$ cat src/rtl/midi_pkg.sv
// Shared MIDI constants and types for the sysex config-dump requester and its reply parser.
package midi_pkg;

  localparam logic [7:0] SYSEX_START = 8'hF0;
  localparam logic [7:0] SYSEX_END   = 8'hF7;
  localparam logic [7:0] MFR_ID      = 8'h7D;
  localparam logic [7:0] MAGIC0      = 8'h2A;
  localparam logic [7:0] MAGIC1      = 8'h4D;
  localparam logic [7:0] CMD_REQ_CFG = 8'h00;
  localparam logic [7:0] RSP_CFG     = 8'h40;
  localparam logic [7:0] RT_MIN      = 8'hF8;

  localparam int REQ_LEN = 6;

  typedef enum logic [1:0] {IDLE, SEND, WAIT} req_state_t;

  localparam logic [1:0] ERR_NONE      = 2'b00;
  localparam logic [1:0] ERR_TIMEOUT   = 2'b01;
  localparam logic [1:0] ERR_MALFORMED = 2'b10;

  // Request frame F0 7D 2A 4D 00 F7, indexed by byte position.
  function automatic logic [7:0] req_byte(input logic [2:0] i);
    case (i)
      3'd0:    req_byte = SYSEX_START;
      3'd1:    req_byte = MFR_ID;
      3'd2:    req_byte = MAGIC0;
      3'd3:    req_byte = MAGIC1;
      3'd4:    req_byte = CMD_REQ_CFG;
      default: req_byte = SYSEX_END;
    endcase
  endfunction

  // Reply header bytes expected at parser index 1..3.
  function automatic logic [7:0] hdr_byte(input logic [3:0] i);
    case (i)
      4'd1:    hdr_byte = MFR_ID;
      4'd2:    hdr_byte = MAGIC0;
      default: hdr_byte = MAGIC1;
    endcase
  endfunction

endpackage

$ cat src/rtl/midi_cfg_rsp_parser.sv
// Byte-wise parser for the config-dump reply; flags a complete or a broken frame and keeps
// the payload bytes in shadow registers until the requester commits them.
module midi_cfg_rsp_parser
  import midi_pkg::*;
(
  input  logic       clk,
  input  logic       rst,
  input  logic       active,
  input  logic [7:0] rx_data,
  input  logic       rx_dv,
  output logic       frame_ok,
  output logic       frame_bad,
  output logic [6:0] sh_version,
  output logic [6:0] sh_n_in,
  output logic [6:0] sh_n_out,
  output logic [6:0] sh_bpm_msb,
  output logic [6:0] sh_bpm_lsb
);

  logic [3:0] idx_q, idx_d;
  logic       store;

  always_comb begin
    idx_d     = idx_q;
    frame_ok  = 1'b0;
    frame_bad = 1'b0;
    store     = 1'b0;
    // Realtime bytes (F8..FF) fall through untouched.
    if (active && rx_dv && (rx_data < RT_MIN)) begin
      if (rx_data == SYSEX_START) begin
        idx_d = 4'd1;
      end else if (!rx_data[7]) begin
        if (idx_q == 4'd0) begin
          idx_d = 4'd0;
        end else if (idx_q <= 4'd3) begin
          idx_d = (rx_data == hdr_byte(idx_q)) ? idx_q + 4'd1 : 4'd0;
        end else if (idx_q == 4'd4) begin
          if (rx_data == RSP_CFG) idx_d = 4'd5;
          else                    frame_bad = 1'b1;
        end else if (idx_q <= 4'd9) begin
          store = 1'b1;
          idx_d = idx_q + 4'd1;
        end else begin
          frame_bad = 1'b1;
        end
      end else if ((idx_q == 4'd10) && (rx_data == SYSEX_END)) begin
        frame_ok = 1'b1;
      end else if (idx_q >= 4'd4) begin
        frame_bad = 1'b1;
      end else begin
        idx_d = 4'd0;
      end
    end
    if (frame_ok || frame_bad) idx_d = 4'd0;
  end

  always_ff @(posedge clk) begin
    if (!rst || !active) idx_q <= 4'd0;
    else                 idx_q <= idx_d;
  end

  always_ff @(posedge clk) begin
    if (!rst) begin
      sh_version <= 7'd0;
      sh_n_in    <= 7'd0;
      sh_n_out   <= 7'd0;
      sh_bpm_msb <= 7'd0;
      sh_bpm_lsb <= 7'd0;
    end else if (store) begin
      case (idx_q)
        4'd5:    sh_version <= rx_data[6:0];
        4'd6:    sh_n_in    <= rx_data[6:0];
        4'd7:    sh_n_out   <= rx_data[6:0];
        4'd8:    sh_bpm_msb <= rx_data[6:0];
        default: sh_bpm_lsb <= rx_data[6:0];
      endcase
    end
  end

endmodule

$ cat src/rtl/midi_cfg_requester.sv
// Host-side initiator: sends the config-dump request over one MIDI port, waits for the reply
// with timeout and retries, and presents the decoded router configuration.
module midi_cfg_requester
  import midi_pkg::*;
#(
  parameter int CLOCK       = 12_000_000,
  parameter int TIMEOUT_CYC = CLOCK / 10,
  parameter int RETRIES     = 2
) (
  input  logic        clk,
  input  logic        rst,
  input  logic        start,
  output logic [7:0]  tx_data,
  output logic        tx_valid,
  input  logic        tx_ready,
  input  logic [7:0]  rx_data,
  input  logic        rx_dv,
  output logic        busy,
  output logic        done,
  output logic        err,
  output logic [1:0]  err_code,
  output logic        cfg_valid,
  output logic [6:0]  version,
  output logic [6:0]  n_in,
  output logic [6:0]  n_out,
  output logic [13:0] bpm,
  output req_state_t  dbg_state
);

  localparam int TW = (TIMEOUT_CYC > 1) ? $clog2(TIMEOUT_CYC + 1) : 1;

  req_state_t    state_q, state_d;
  logic [2:0]    tx_idx_q;
  logic [TW-1:0] tmo_q;
  logic [7:0]    retry_q;
  logic          done_q, err_q, cfg_valid_q;
  logic [1:0]    err_code_q;
  logic [6:0]    version_q, n_in_q, n_out_q, bpm_msb_q, bpm_lsb_q;

  logic       frame_ok, frame_bad;
  logic [6:0] sh_version, sh_n_in, sh_n_out, sh_bpm_msb, sh_bpm_lsb;
  logic       in_wait, start_acc, tx_fire, tx_last, tmo_hit, do_retry, do_fail;

  // tx handshake: a byte moves when tx_valid & tx_ready at posedge clk; while tx_ready is low
  // tx_valid and tx_data hold, and only reset can drop tx_valid before the byte moves.
  assign tx_valid = (state_q == SEND);
  assign tx_data  = tx_valid ? req_byte(tx_idx_q) : 8'h00;
  assign tx_fire  = tx_valid && tx_ready;
  assign tx_last  = tx_fire && (tx_idx_q == 3'(REQ_LEN - 1));

  // A start landing on the done/err cycle is dropped along with starts while busy.
  assign in_wait   = (state_q == WAIT);
  assign start_acc = (state_q == IDLE) && start && !done_q && !err_q;
  assign tmo_hit   = in_wait && !frame_ok && !frame_bad && (tmo_q == '0);
  assign do_retry  = tmo_hit && (retry_q < 8'(RETRIES));
  assign do_fail   = tmo_hit && !do_retry;

  midi_cfg_rsp_parser u_parser (
    .clk        (clk),
    .rst        (rst),
    .active     (in_wait),
    .rx_data    (rx_data),
    .rx_dv      (rx_dv),
    .frame_ok   (frame_ok),
    .frame_bad  (frame_bad),
    .sh_version (sh_version),
    .sh_n_in    (sh_n_in),
    .sh_n_out   (sh_n_out),
    .sh_bpm_msb (sh_bpm_msb),
    .sh_bpm_lsb (sh_bpm_lsb)
  );

  always_comb begin
    state_d = state_q;
    case (state_q)
      IDLE:    if (start_acc) state_d = SEND;
      SEND:    if (tx_last) state_d = WAIT;
      WAIT: begin
        if (frame_ok || frame_bad || do_fail) state_d = IDLE;
        else if (do_retry)                    state_d = SEND;
      end
      default: state_d = IDLE;
    endcase
  end

  always_ff @(posedge clk) begin
    if (!rst) begin
      state_q     <= IDLE;
      tx_idx_q    <= 3'd0;
      tmo_q       <= '0;
      retry_q     <= 8'd0;
      done_q      <= 1'b0;
      err_q       <= 1'b0;
      err_code_q  <= ERR_NONE;
      cfg_valid_q <= 1'b0;
      version_q   <= 7'd0;
      n_in_q      <= 7'd0;
      n_out_q     <= 7'd0;
      bpm_msb_q   <= 7'd0;
      bpm_lsb_q   <= 7'd0;
    end else begin
      state_q <= state_d;
      done_q  <= frame_ok;
      err_q   <= frame_bad || do_fail;
      if (start_acc) begin
        tx_idx_q    <= 3'd0;
        retry_q     <= 8'd0;
        cfg_valid_q <= 1'b0;
        err_code_q  <= ERR_NONE;
      end
      if (tx_fire) tx_idx_q <= tx_last ? 3'd0 : tx_idx_q + 3'd1;
      // The reply window opens when the final request byte leaves.
      if (tx_last)                     tmo_q <= TW'(TIMEOUT_CYC);
      else if (in_wait && tmo_q != '0) tmo_q <= tmo_q - TW'(1);
      if (do_retry) retry_q <= retry_q + 8'd1;
      if (frame_ok) begin
        cfg_valid_q <= 1'b1;
        version_q   <= sh_version;
        n_in_q      <= sh_n_in;
        n_out_q     <= sh_n_out;
        bpm_msb_q   <= sh_bpm_msb;
        bpm_lsb_q   <= sh_bpm_lsb;
      end
      if (frame_bad)    err_code_q <= ERR_MALFORMED;
      else if (do_fail) err_code_q <= ERR_TIMEOUT;
    end
  end

  assign busy      = (state_q != IDLE);
  assign done      = done_q;
  assign err       = err_q;
  assign err_code  = err_code_q;
  assign cfg_valid = cfg_valid_q;
  assign version   = version_q;
  assign n_in      = n_in_q;
  assign n_out     = n_out_q;
  assign bpm       = {bpm_msb_q, bpm_lsb_q};
  assign dbg_state = state_q;

endmodule
$ cat config.mk
export PLATFORM = sky130hd
export DESIGN_NAME = midi_cfg_requester
export DESIGN_NICKNAME = d
export VERILOG_FILES = /design/src/rtl/midi_pkg.sv /design/src/rtl/midi_cfg_rsp_parser.sv /design/src/rtl/midi_cfg_requester.sv
export SDC_FILE = /design/constraint.sdc
export NUM_CORES = 1
export LEC_CHECK = 0
export BUFFER_PORTS_ARGS = -buffer_cell sky130_fd_sc_hd__buf_2
export CAP_MARGIN = 15
export CORE_MARGIN = 5
export CORE_UTILIZATION = 52
export CTS_BUF_LIST = sky130_fd_sc_hd__clkbuf_16
export CTS_CLUSTER_DIAMETER = 200
export CTS_CLUSTER_SIZE = 8
export DETAILED_ROUTE_END_ITERATION = 16
export GPL_TIMING_DRIVEN = 0
export PLACE_DENSITY = 0.88
export RECOVER_POWER = 25
export SKIP_CTS_REPAIR_TIMING = 1
export SYNTH_ARGS = -nofsm -noshare
export SYNTH_HDL_FRONTEND = slang
export SYNTH_SLANG_ARGS = --single-unit
$ cat constraint.sdc
create_clock -name clk -period 2.4 [get_ports clk]
set_input_delay 0.48 -clock clk [delete_from_list [all_inputs] [get_ports clk]]
set_output_delay 0.48 -clock clk [all_outputs]
set_load 0.02 [all_outputs]
Yosys cells after proc, flatten, opt, wreduce, memory -nomap -nowiden

Index checks and enable logic that the tools add are counted.

Flip-flop bits (word level): 113
Input bits: 13
Output and inout port bits: 52
Logic and storage cells: 162

Add/subtract/negate cells: 4
Order comparisons: 5
Equal/unequal tests: 25
Multiplexer cells: 56
Bitwise logic cells: 2
Reductions and logical operators: 49

Operators by type and width:

| kind                                                                  | number |
|---|---|
| 8-bit 2-to-1 mux                                                      | 8 |
| 21-bit 2-to-1 mux                                                     | 2 |
| 4-bit 2-to-1 mux                                                      | 10 |
| 8-bit one-hot mux with 5 select lines                                 | 1 |
| 1-bit 2-to-1 mux                                                      | 23 |
| 21-bit logical NOT                                                    | 1 |
| 21-bit nonzero test                                                   | 1 |
| 21-bit by 1-bit subtractor with 21-bit output (second input constant) | 1 |
| 4-bit by 3-bit == test with 1-bit output (second input constant)      | 4 |
| 8-bit == test (second input constant)                                 | 2 |
| 1-bit logical AND                                                     | 14 |
| 2-bit 2-to-1 mux                                                      | 7 |
| 7-bit one-hot mux with 2 select lines                                 | 1 |
| 2-bit nonzero test                                                    | 6 |
| 2-bit AND reduction                                                   | 5 |
| 3-bit 2-to-1 mux                                                      | 3 |
| 8-bit by 1-bit adder with 8-bit output (second input constant)        | 1 |
| 4-bit == test (second input constant)                                 | 2 |
| 8-bit by 7-bit == test with 1-bit output (second input constant)      | 1 |
| 8-bit == test                                                         | 1 |
| 8-bit by 2-bit < comparator with 1-bit output (second input constant) | 1 |
| 8-bit < comparator (second input constant)                            | 1 |
| 1-bit logical NOT                                                     | 7 |
| 3-bit by 2-bit == test with 1-bit output (second input constant)      | 2 |
| other kinds (28)                                                      | 36 |

Depth between registers and ports, before layout

Gate-level depths: netlist of the first run.

Word-level depth: 17
Mapped depth: 9
Depth with buffers taken out: 8

Cells and area by module

Synthesis of the first run repeated with hierarchy kept, for this count alone.

Cell total of the unflattened synthesis: 569
Area, all modules: 5,311.3 um^2

By module, submodules not included:

| module              | instances | cells each | area an instance (um^2) | seq. area each (um^2) |
|---|---|---|---|---|
| midi_cfg_requester  | 1         | 349        | 3,259.4                 | 1,481.4 |
| midi_cfg_rsp_parser | 1         | 220        | 2,052.0                 | 780.7 |

Worst setup path before layout of the first run

No wires, ideal clock.

Path type: register to register
Start: reg tmo_q[9]
End: reg tmo_q[5]
Setup time: 128 ps
Data arrival time: 2,110 ps
Data required time: 2,272 ps
Slack: 163 ps
Stages on the path, launching flop included: 8
Path buffers: 1
Clock period less this slack: 2,237 ps
Cell sequence: dfxtp_1 or4_4 or4_4 buf_6 o31ai_4 or3_1 xor2_1 nor2_1

Longest elaborated chain between the ends: 2

RTL lines:

| element                  | line                      | RTL |
|---|---|---|
| start: declaration       | midi_cfg_requester.sv:34  | `logic [TW-1:0] tmo_q;` |
| start signal: assignment | midi_cfg_requester.sv:113 | `if (tx_last) tmo_q <= TW'(TIMEOUT_CYC);` |
| start signal: assignment | midi_cfg_requester.sv:114 | `else if (in_wait && tmo_q != '0) tmo_q <= tmo_q - TW'(1);` |
| 21-bit nonzero test      | midi_cfg_requester.sv:114 |  |
| 1-bit logical AND        | midi_cfg_requester.sv:114 |  |

No other way between the ends.
A chain may end at the register's enable or synchronous reset.

Worst setup path after layout of the first run

Start: reg tx_idx_q[1]
End: out tx_data[4]

Longest elaborated chain between the ends: 3
Elaborated cells between the ends (all ways): 7
Those cells by class: 4 x eq/ne; 2 x mux; 1 x reduce/logical

RTL lines:

| element                                 | line                      | RTL |
|---|---|---|
| start: declaration                      | midi_cfg_requester.sv:33  | `logic [2:0] tx_idx_q;` |
| start signal: assignment                | midi_cfg_requester.sv:111 | `if (tx_fire) tx_idx_q <= tx_last ? 3'd0 : tx_idx_q + 3'd1;` |
| 3-bit == test (tied with other cells)   | midi_pkg.sv:23            | `case (i)` |
| 8-bit one-hot mux with 5 select lines * | midi_pkg.sv:23            |  |
| 8-bit 2-to-1 mux *                      | midi_cfg_requester.sv:47  | `assign tx_data = tx_valid ? req_byte(tx_idx_q) : 8'h00;` |
| end: declaration                        | midi_cfg_requester.sv:13  | `output logic [7:0] tx_data,` |

Mark *: on every way between the ends. The rest lies on a longest branch, timed or not.

==> flow_metrics.py, run 1 <==
metrics = {
    "status": {
        "outcome": "complete, no violations",
    },
    "sta": {
        "setup_viol": 0,
        "finClkSkew_ns": 0.0125,
        "drv_slew": 0,
        "fin_ws_ns": 0.0227,
        "max_freq_mhz": 421,
        "rsz0062_at_grt": "true",
        "fin_crit_sh": 0.991,
        "finalHoldViolations": 0,
        "hold_slack_ns": 0.398,
        "relSlewSlack": 0.573,
        "final.setup.tns_ns": 0,
        "fin_crit_ns": 2.38,
        "worst_pin_slew_ns": 0.640,
    },
    "global_routing": {
        "grt_overflow": 0,
        "antenna_found_initial": 0,
        "grtUsageTotal": 0.229,
        "grt_pass1_vias": 4579,
        "grt_max_degree": 17,
        "grt_pass1_wl_um": 20700,
    },
    "yosys": {
        "yosysWarnings": 0,
        "synth_nets": 608,
        "synth_edf_count": 0,
        "async_reset_ff_frac": 0,
        "synth_top_area_share": 0.468,
        "synth.cell_area_um2": 4830,
        "seq_area_frac_synth": 0.468,
        "synth_common_cells": "119 x nand2_1, 113 x dfxtp_1, 74 x a21oi_1, 38 x nor2_1, 36 x clkbuf_1",
        "yosys.cell_types.count": 57,
        "synthTopCellsByArea": "dfxtp_1 47%, nand2_1 9.2%, a21oi_1 7.7%, mux2i_1 3.1%, nand3_1 3.1%",
        "avgSynthCellArea_um2": 8.27,
        "synthCells": 584,
        "synth_area_leader_cell": "dfxtp_1",
        "ys.flop_type": "dfxtp_1",
        "yosysMostFrequentCell": "nand2_1",
        "ys_ff_latch": 113,
    },
    "layout": {
        "largest-register": "tmo_q",
        "fill_cells": 740,
        "largest_register_ffs": 21,
        "fin_util": 0.642,
        "postLayoutCellArea_um2": 5880,
        "nets": 679,
        "area_growth_pct": 21.7,
        "finalNonFillerCells": 779,
        "reg_top3": "tmo_q x21, retry_q x8",
        "drive_above_1_share": 0.148,
        "n_antenna_cell": 0,
    },
    "place": {
        "dp_slack_ns": -0.281,
        "hpwlAfterDp_um": 8590,
        "place_congestion": 0.912,
        "dp.cells": 753,
        "io_buffer_count": 58,
        "place_area_um2": 5260,
    },
    "cts": {
        "clk_path_buf_depth": 2,
        "tritoncts_num_sinks": 113,
        "root_buffer": "clkbuf_16",
        "cts_tree": "built",
        "cts-htree-levels": 4,
        "clk_pin_slew_worst_paths_ns": 0.06,
        "numCtsBuffers": 17,
        "clock_latency_ns": 0.42,
    },
    "route": {
        "via_per_inst": 5.80,
        "wl_per_cell_um": 16.4,
        "drc": 0,
        "dr_total_vias": 4518,
        "wl_um": 12700,
        "drt_iter0_drc": 319,
        "first_pass_iters": 5,
        "ant_nets": 0,
    },
    "worst_setup_path": {
        "timing_worst_setup_path_type": "flop to output port",
        "regToRegSetupSlack_ns": 0.09,
        "start_kind": "flop",
        "required_ns": 1.92,
        "worst_setup_path_end_kind": "output port",
        "rr_endpoint": "tmo_q[5]",
        "critPathArrivalTime_ns": 1.90,
        "r2r-start": "tmo_q[8]",
        "critical_path.startpoint": "tx_idx_q[1]",
        "rr_worst_depth": 6,
        "worstSetupEndpoint": "tx_data[4]",
        "crit_fanout": 5,
    },
    "job": {
        "cap_violations": 0,
    },
    "power": {
        "comb_power_share": 0.059,
        "p_sw_frac": 0.257,
        "p_sw_mw": 1.18,
        "power_density_nw_per_um2": 783,
        "power_mw": 4.60,
        "p_clk_frac": 0.529,
        "internal-power_mw": 3.42,
        "power_frac_seq": 0.412,
        "peakVddDrop_v": 0.000442,
        "leakage_nw": 2.20,
    },
    "min_path": {
        "worstHoldStart": "rst",
        "hold_path_class": "input port to flop",
    },
    "floorplanning": {
        "die_area_um2": 11300,
        "core_region_area_um2": 9150,
        "die_h_um": 106,
        "initial_core_util": 0.528,
        "rows": 35,
        "ioPinCount": 65,
        "die_w_um": 106,
    },
}
-- cell families after synthesis --
family,Yosys count,share of synthesized area
AND/OR/NAND/NOR,257,0.254
AO/OA/AOI/OAI,121,0.149
flip-flops,113,0.468
buffers and inverters,53,0.0438
multiplexers,15,0.0311
XOR/XNOR,14,0.0254
adder cells (fa/ha/maj),11,0.0285
-- how the worst min path moves through the flow --
stage,depth (start not counted),slack [ns],end
6_report,3,0.40,retry_q[0]
5_1_grt,3,0.40,tx_idx_q[1]
2_1_floorplan,1,0.43,retry_q[3]
3_3_place_gp,2,0.44,bpm_msb_q[0]
3_5_place_dp,2,0.45,bpm_msb_q[1]
4_1_cts,3,0.39,tx_idx_q[1]
-- cell usage in the layout (no fill, tap or decap), types with 3 or more instances in the layout --
master,instances
and2_1,5
clkinv_4,6
or3_1,4
a21oi_1,74
nor3_1,9
or4_4,5
a31oi_1,5
ha_1,9
clkbuf_1,65
nand3b_1,3
mux2i_1,15
nor4_1,6
inv_1,13
xnor2_1,11
inv_8,3
o21ai_0,10
dfxtp_1,107
clkbuf_2,5
nor2_1,38
nor4_2,3
nand2b_1,5
a21boi_0,8
dfxtp_2,6
nand4_1,5
xor2_1,3
buf_2,19
nand4b_1,3
nand3_1,29
or4_1,3
clkbuf_16,17
nand2_1,119
or2_2,6
-- power groups by stage --
stage | registers, mW | logic [mW] | clock network (mW)
floorplan | 1.94 | 0.168 | 0
global placement | 1.93 | 0.247 | 0
detailed placement | 1.93 | 0.257 | 0
CTS | 1.89 | 0.259 | 2.45
global route | 1.90 | 0.291 | 2.54
finish | 1.90 | 0.271 | 2.43
-- routing by layer --
| layer | routed length, um | up-vias | share of wire | GRT usage |
|---|---|---|---|---|
| met5 | 0 | - | 0 | 0 |
| met2 | 6500 | 156 | 0.51 | 0.405 |
| met1 | 5130 | 2169 | 0.40 | 0.250 |
| met3 | 800 | 31 | 0.063 | 0.0589 |
| li1 | - | 2162 | - | - |
| met4 | 311 | 0 | 0.024 | 0.119 |
-- area by class of cell --
cell class / instances / area (um^2) / area share
Buffer: 32 / 131 / 0.0223
Clock buffer: 17 / 425 / 0.0724
Clock inverter: 15 / 151 / 0.0258
Inverter: 14 / 52.6 / 0.00894
Multi-Input combinational cell: 418 / 2460 / 0.419
Sequential cell: 113 / 2270 / 0.386
Tap cell: 111 / 139 / 0.0236
Timing Repair Buffer: 59 / 248 / 0.0421
-- worst max-delay path, cell delays in order, from the launching register on --
cell and delay (ns):
dfxtp_1 0.40, inv_1 0.10, ha_1 0.23, o31ai_2 0.30, inv_1 0.09, a31o_2 0.21, buf_2 0.15
(Power assumes the default switching activity.)
==> inputs of run 2 (changes only) <==
- BUFFER_PORTS_ARGS: -buffer_cell sky130_fd_sc_hd__buf_2 -> default
- CORE_UTILIZATION: 52 -> 56
- DONT_BUFFER_PORTS: default -> 1
- MAX_ROUTING_LAYER: default -> met4
- PLACE_DENSITY: 0.88 -> 0.86
==> flow_metrics.py, run 2 (same netlist as run 1, synthesis figures left out) <==
metrics = {
    "status": {
        "outcome": "complete, no violations",
    },
    "route": {
        "ant_nets": 0,
        "wl_um": 12300,
        "via_per_inst": 5.98,
        "drc": 0,
        "wl_per_cell_um": 17.0,
        "first_pass_iters": 5,
        "drt_iter0_drc": 357,
        "dr_total_vias": 4309,
    },
    "cts": {
        "root_buffer": "clkbuf_16",
        "clk_pin_slew_worst_paths_ns": 0.06,
        "cts-htree-levels": 4,
        "clock_latency_ns": 0.41,
        "tritoncts_num_sinks": 113,
        "cts_tree": "built",
        "clk_path_buf_depth": 2,
        "numCtsBuffers": 17,
    },
    "layout": {
        "n_antenna_cell": 0,
        "largest-register": "tmo_q",
        "register_area_um2": 2270,
        "nets": 627,
        "fin_util": 0.687,
        "reg_top3": "tmo_q x21, retry_q x8",
        "final_common_cell": "nand2_1",
        "area_growth_pct": 18.0,
        "postLayoutCellArea_um2": 5700,
        "largest_register_ffs": 21,
        "fill_cells": 617,
        "multi_input_area_um2": 2480,
        "drive_above_1_share": 0.141,
        "final_cell_mix": "118 x nand2_1, 107 x dfxtp_1, 73 x a21oi_1",
    },
    "job": {
        "cap_violations": 0,
    },
    "global_routing": {
        "grt_pass1_wl_um": 18900,
        "grt_max_degree": 17,
        "grt_pass1_vias": 4040,
        "grt_overflow": 0,
        "grtUsageTotal": 0.237,
        "antenna_found_initial": 0,
    },
    "worst_setup_path": {
        "rr_endpoint": "retry_q[0]",
        "worstSetupEndpoint": "tx_data[5]",
        "critical_path.startpoint": "dbg_state[0]",
        "crit_chain": "nand2b_2 -> o31ai_1",
        "worst_setup_path_end_kind": "output port",
        "start_kind": "flop",
        "timing_worst_setup_path_type": "flop to output port",
        "crit_path_max_incr_delay_ns": 0.67,
        "regToRegSetupSlack_ns": 0.08,
        "r2r-start": "u_parser.idx_q[0]",
        "cp_slowest_cell": "o31ai_1",
        "required_ns": 1.92,
        "rr_worst_depth": 8,
        "crit_fanout": 9,
        "crit_buf_inv": 0,
        "critPathArrivalTime_ns": 1.85,
        "crit_family": "compound AO/OA/AOI/OAI gates",
        "cp.depth": 2,
    },
    "power": {
        "p_clk_frac": 0.535,
        "leakage_nw": 2.07,
        "comb_power_share": 0.051,
        "p_sw_mw": 1.12,
        "p_sw_frac": 0.243,
        "power_density_nw_per_um2": 808,
        "power_mw": 4.61,
        "internal-power_mw": 3.49,
        "power_frac_seq": 0.414,
        "peakVddDrop_v": 0.000555,
    },
    "place": {
        "io_buffer_count": 0,
        "place_area_um2": 4960,
        "place_congestion": 0.903,
        "hpwlAfterDp_um": 8220,
    },
    "floorplanning": {
        "rows": 33,
        "die_area_um2": 10600,
        "ioPinCount": 65,
        "die_h_um": 103,
        "initial_core_util": 0.582,
        "core_region_area_um2": 8300,
        "die_w_um": 103,
    },
    "sta": {
        "relSlewSlack": 0.520,
        "worst_pin_slew_ns": 0.715,
        "setup_viol": 0,
        "hold_slack_ns": 0.224,
        "finClkSkew_ns": 0.0117,
        "fin_crit_ns": 2.33,
        "rsz0062_at_grt": "true",
        "finalHoldViolations": 0,
        "fin_crit_sh": 0.973,
        "max_freq_mhz": 428,
        "drv_slew": 0,
    },
    "min_path": {
        "hold_path_class": "input port to flop",
    },
}
==> run 2: cell count changes in the layout (fill, tap and decap cells not counted), sizes merged <==
cell	previous run	this run
clkinv	8	7
inv	19	17
clkbuf	87	48
bufinv	1	2
clkinvlp	1	3
buf	21	8
==> run 2: worst register-to-register path, stage by stage (launching register included) <==
cell,delay (ns)
dfxtp_1,0.37
inv_1,0.14
ha_2,0.30
nand3b_1,0.18
a41oi_2,0.24
nor3_1,0.07
or4_4,0.56
a31oi_4,0.24
o2bb2ai_1,0.16
==> run 2: metal layers <==
layer | track usage | vias to the layer above | wire [um]
met5 | - | - | 0
met2 | 0.370 | 183 | 5870
met3 | 0.0913 | 32 | 1090
li1 | - | 2050 | -
met1 | 0.277 | 2044 | 5080
met4 | 0.0926 | 0 | 238
==> run 2: worst min path at each step <==
stage	start	endpoint	slack [ns]	cells past startpoint
floorplan	retry_q[3]	retry_q[3]	0.43	1
global placement	u_parser.sh_version[4]	version[4]	0.44	2
detailed placement	u_parser.sh_version[4]	version[4]	0.45	2
CTS	rx_data[3]	u_parser.sh_n_out[3]	0.22	2
global route	rx_data[3]	u_parser.sh_n_out[3]	0.22	2
finish	rx_data[3]	u_parser.sh_n_out[3]	0.22	2
==> run 2: metrics by stage <==
step / instances / TNS (ns) / setup slack, ns
global route: 721 / -0.0968 / -0.0402
CTS: 721 / -17.07 / -0.406
global placement: 689 / -9.92 / -0.284
detailed placement: 689 / -13.86 / -0.308
floorplan: 584 / 0 / 0.163
finish: 721 / 0 / 0.0651
==> run 2: final cells by class <==
type	count	share of cell area
Clock inverter	15	0.0283
Inverter	14	0.00922
Timing Repair Buffer	6	0.00790
Buffer	33	0.0231
Clock buffer	17	0.0746
Multi-Input combinational cell	418	0.435
Sequential cell	113	0.399
Tap cell	105	0.0231
==> run 2: power by group through the flow <==
stage	clock network, mW	registers [mW]	logic (mW)
6_report	2.46	1.90	0.236
5_1_grt	2.59	1.90	0.254
4_1_cts	2.48	1.90	0.214
3_5_place_dp	0	1.94	0.212
3_3_place_gp	0	1.94	0.207
2_1_floorplan	0	1.94	0.168
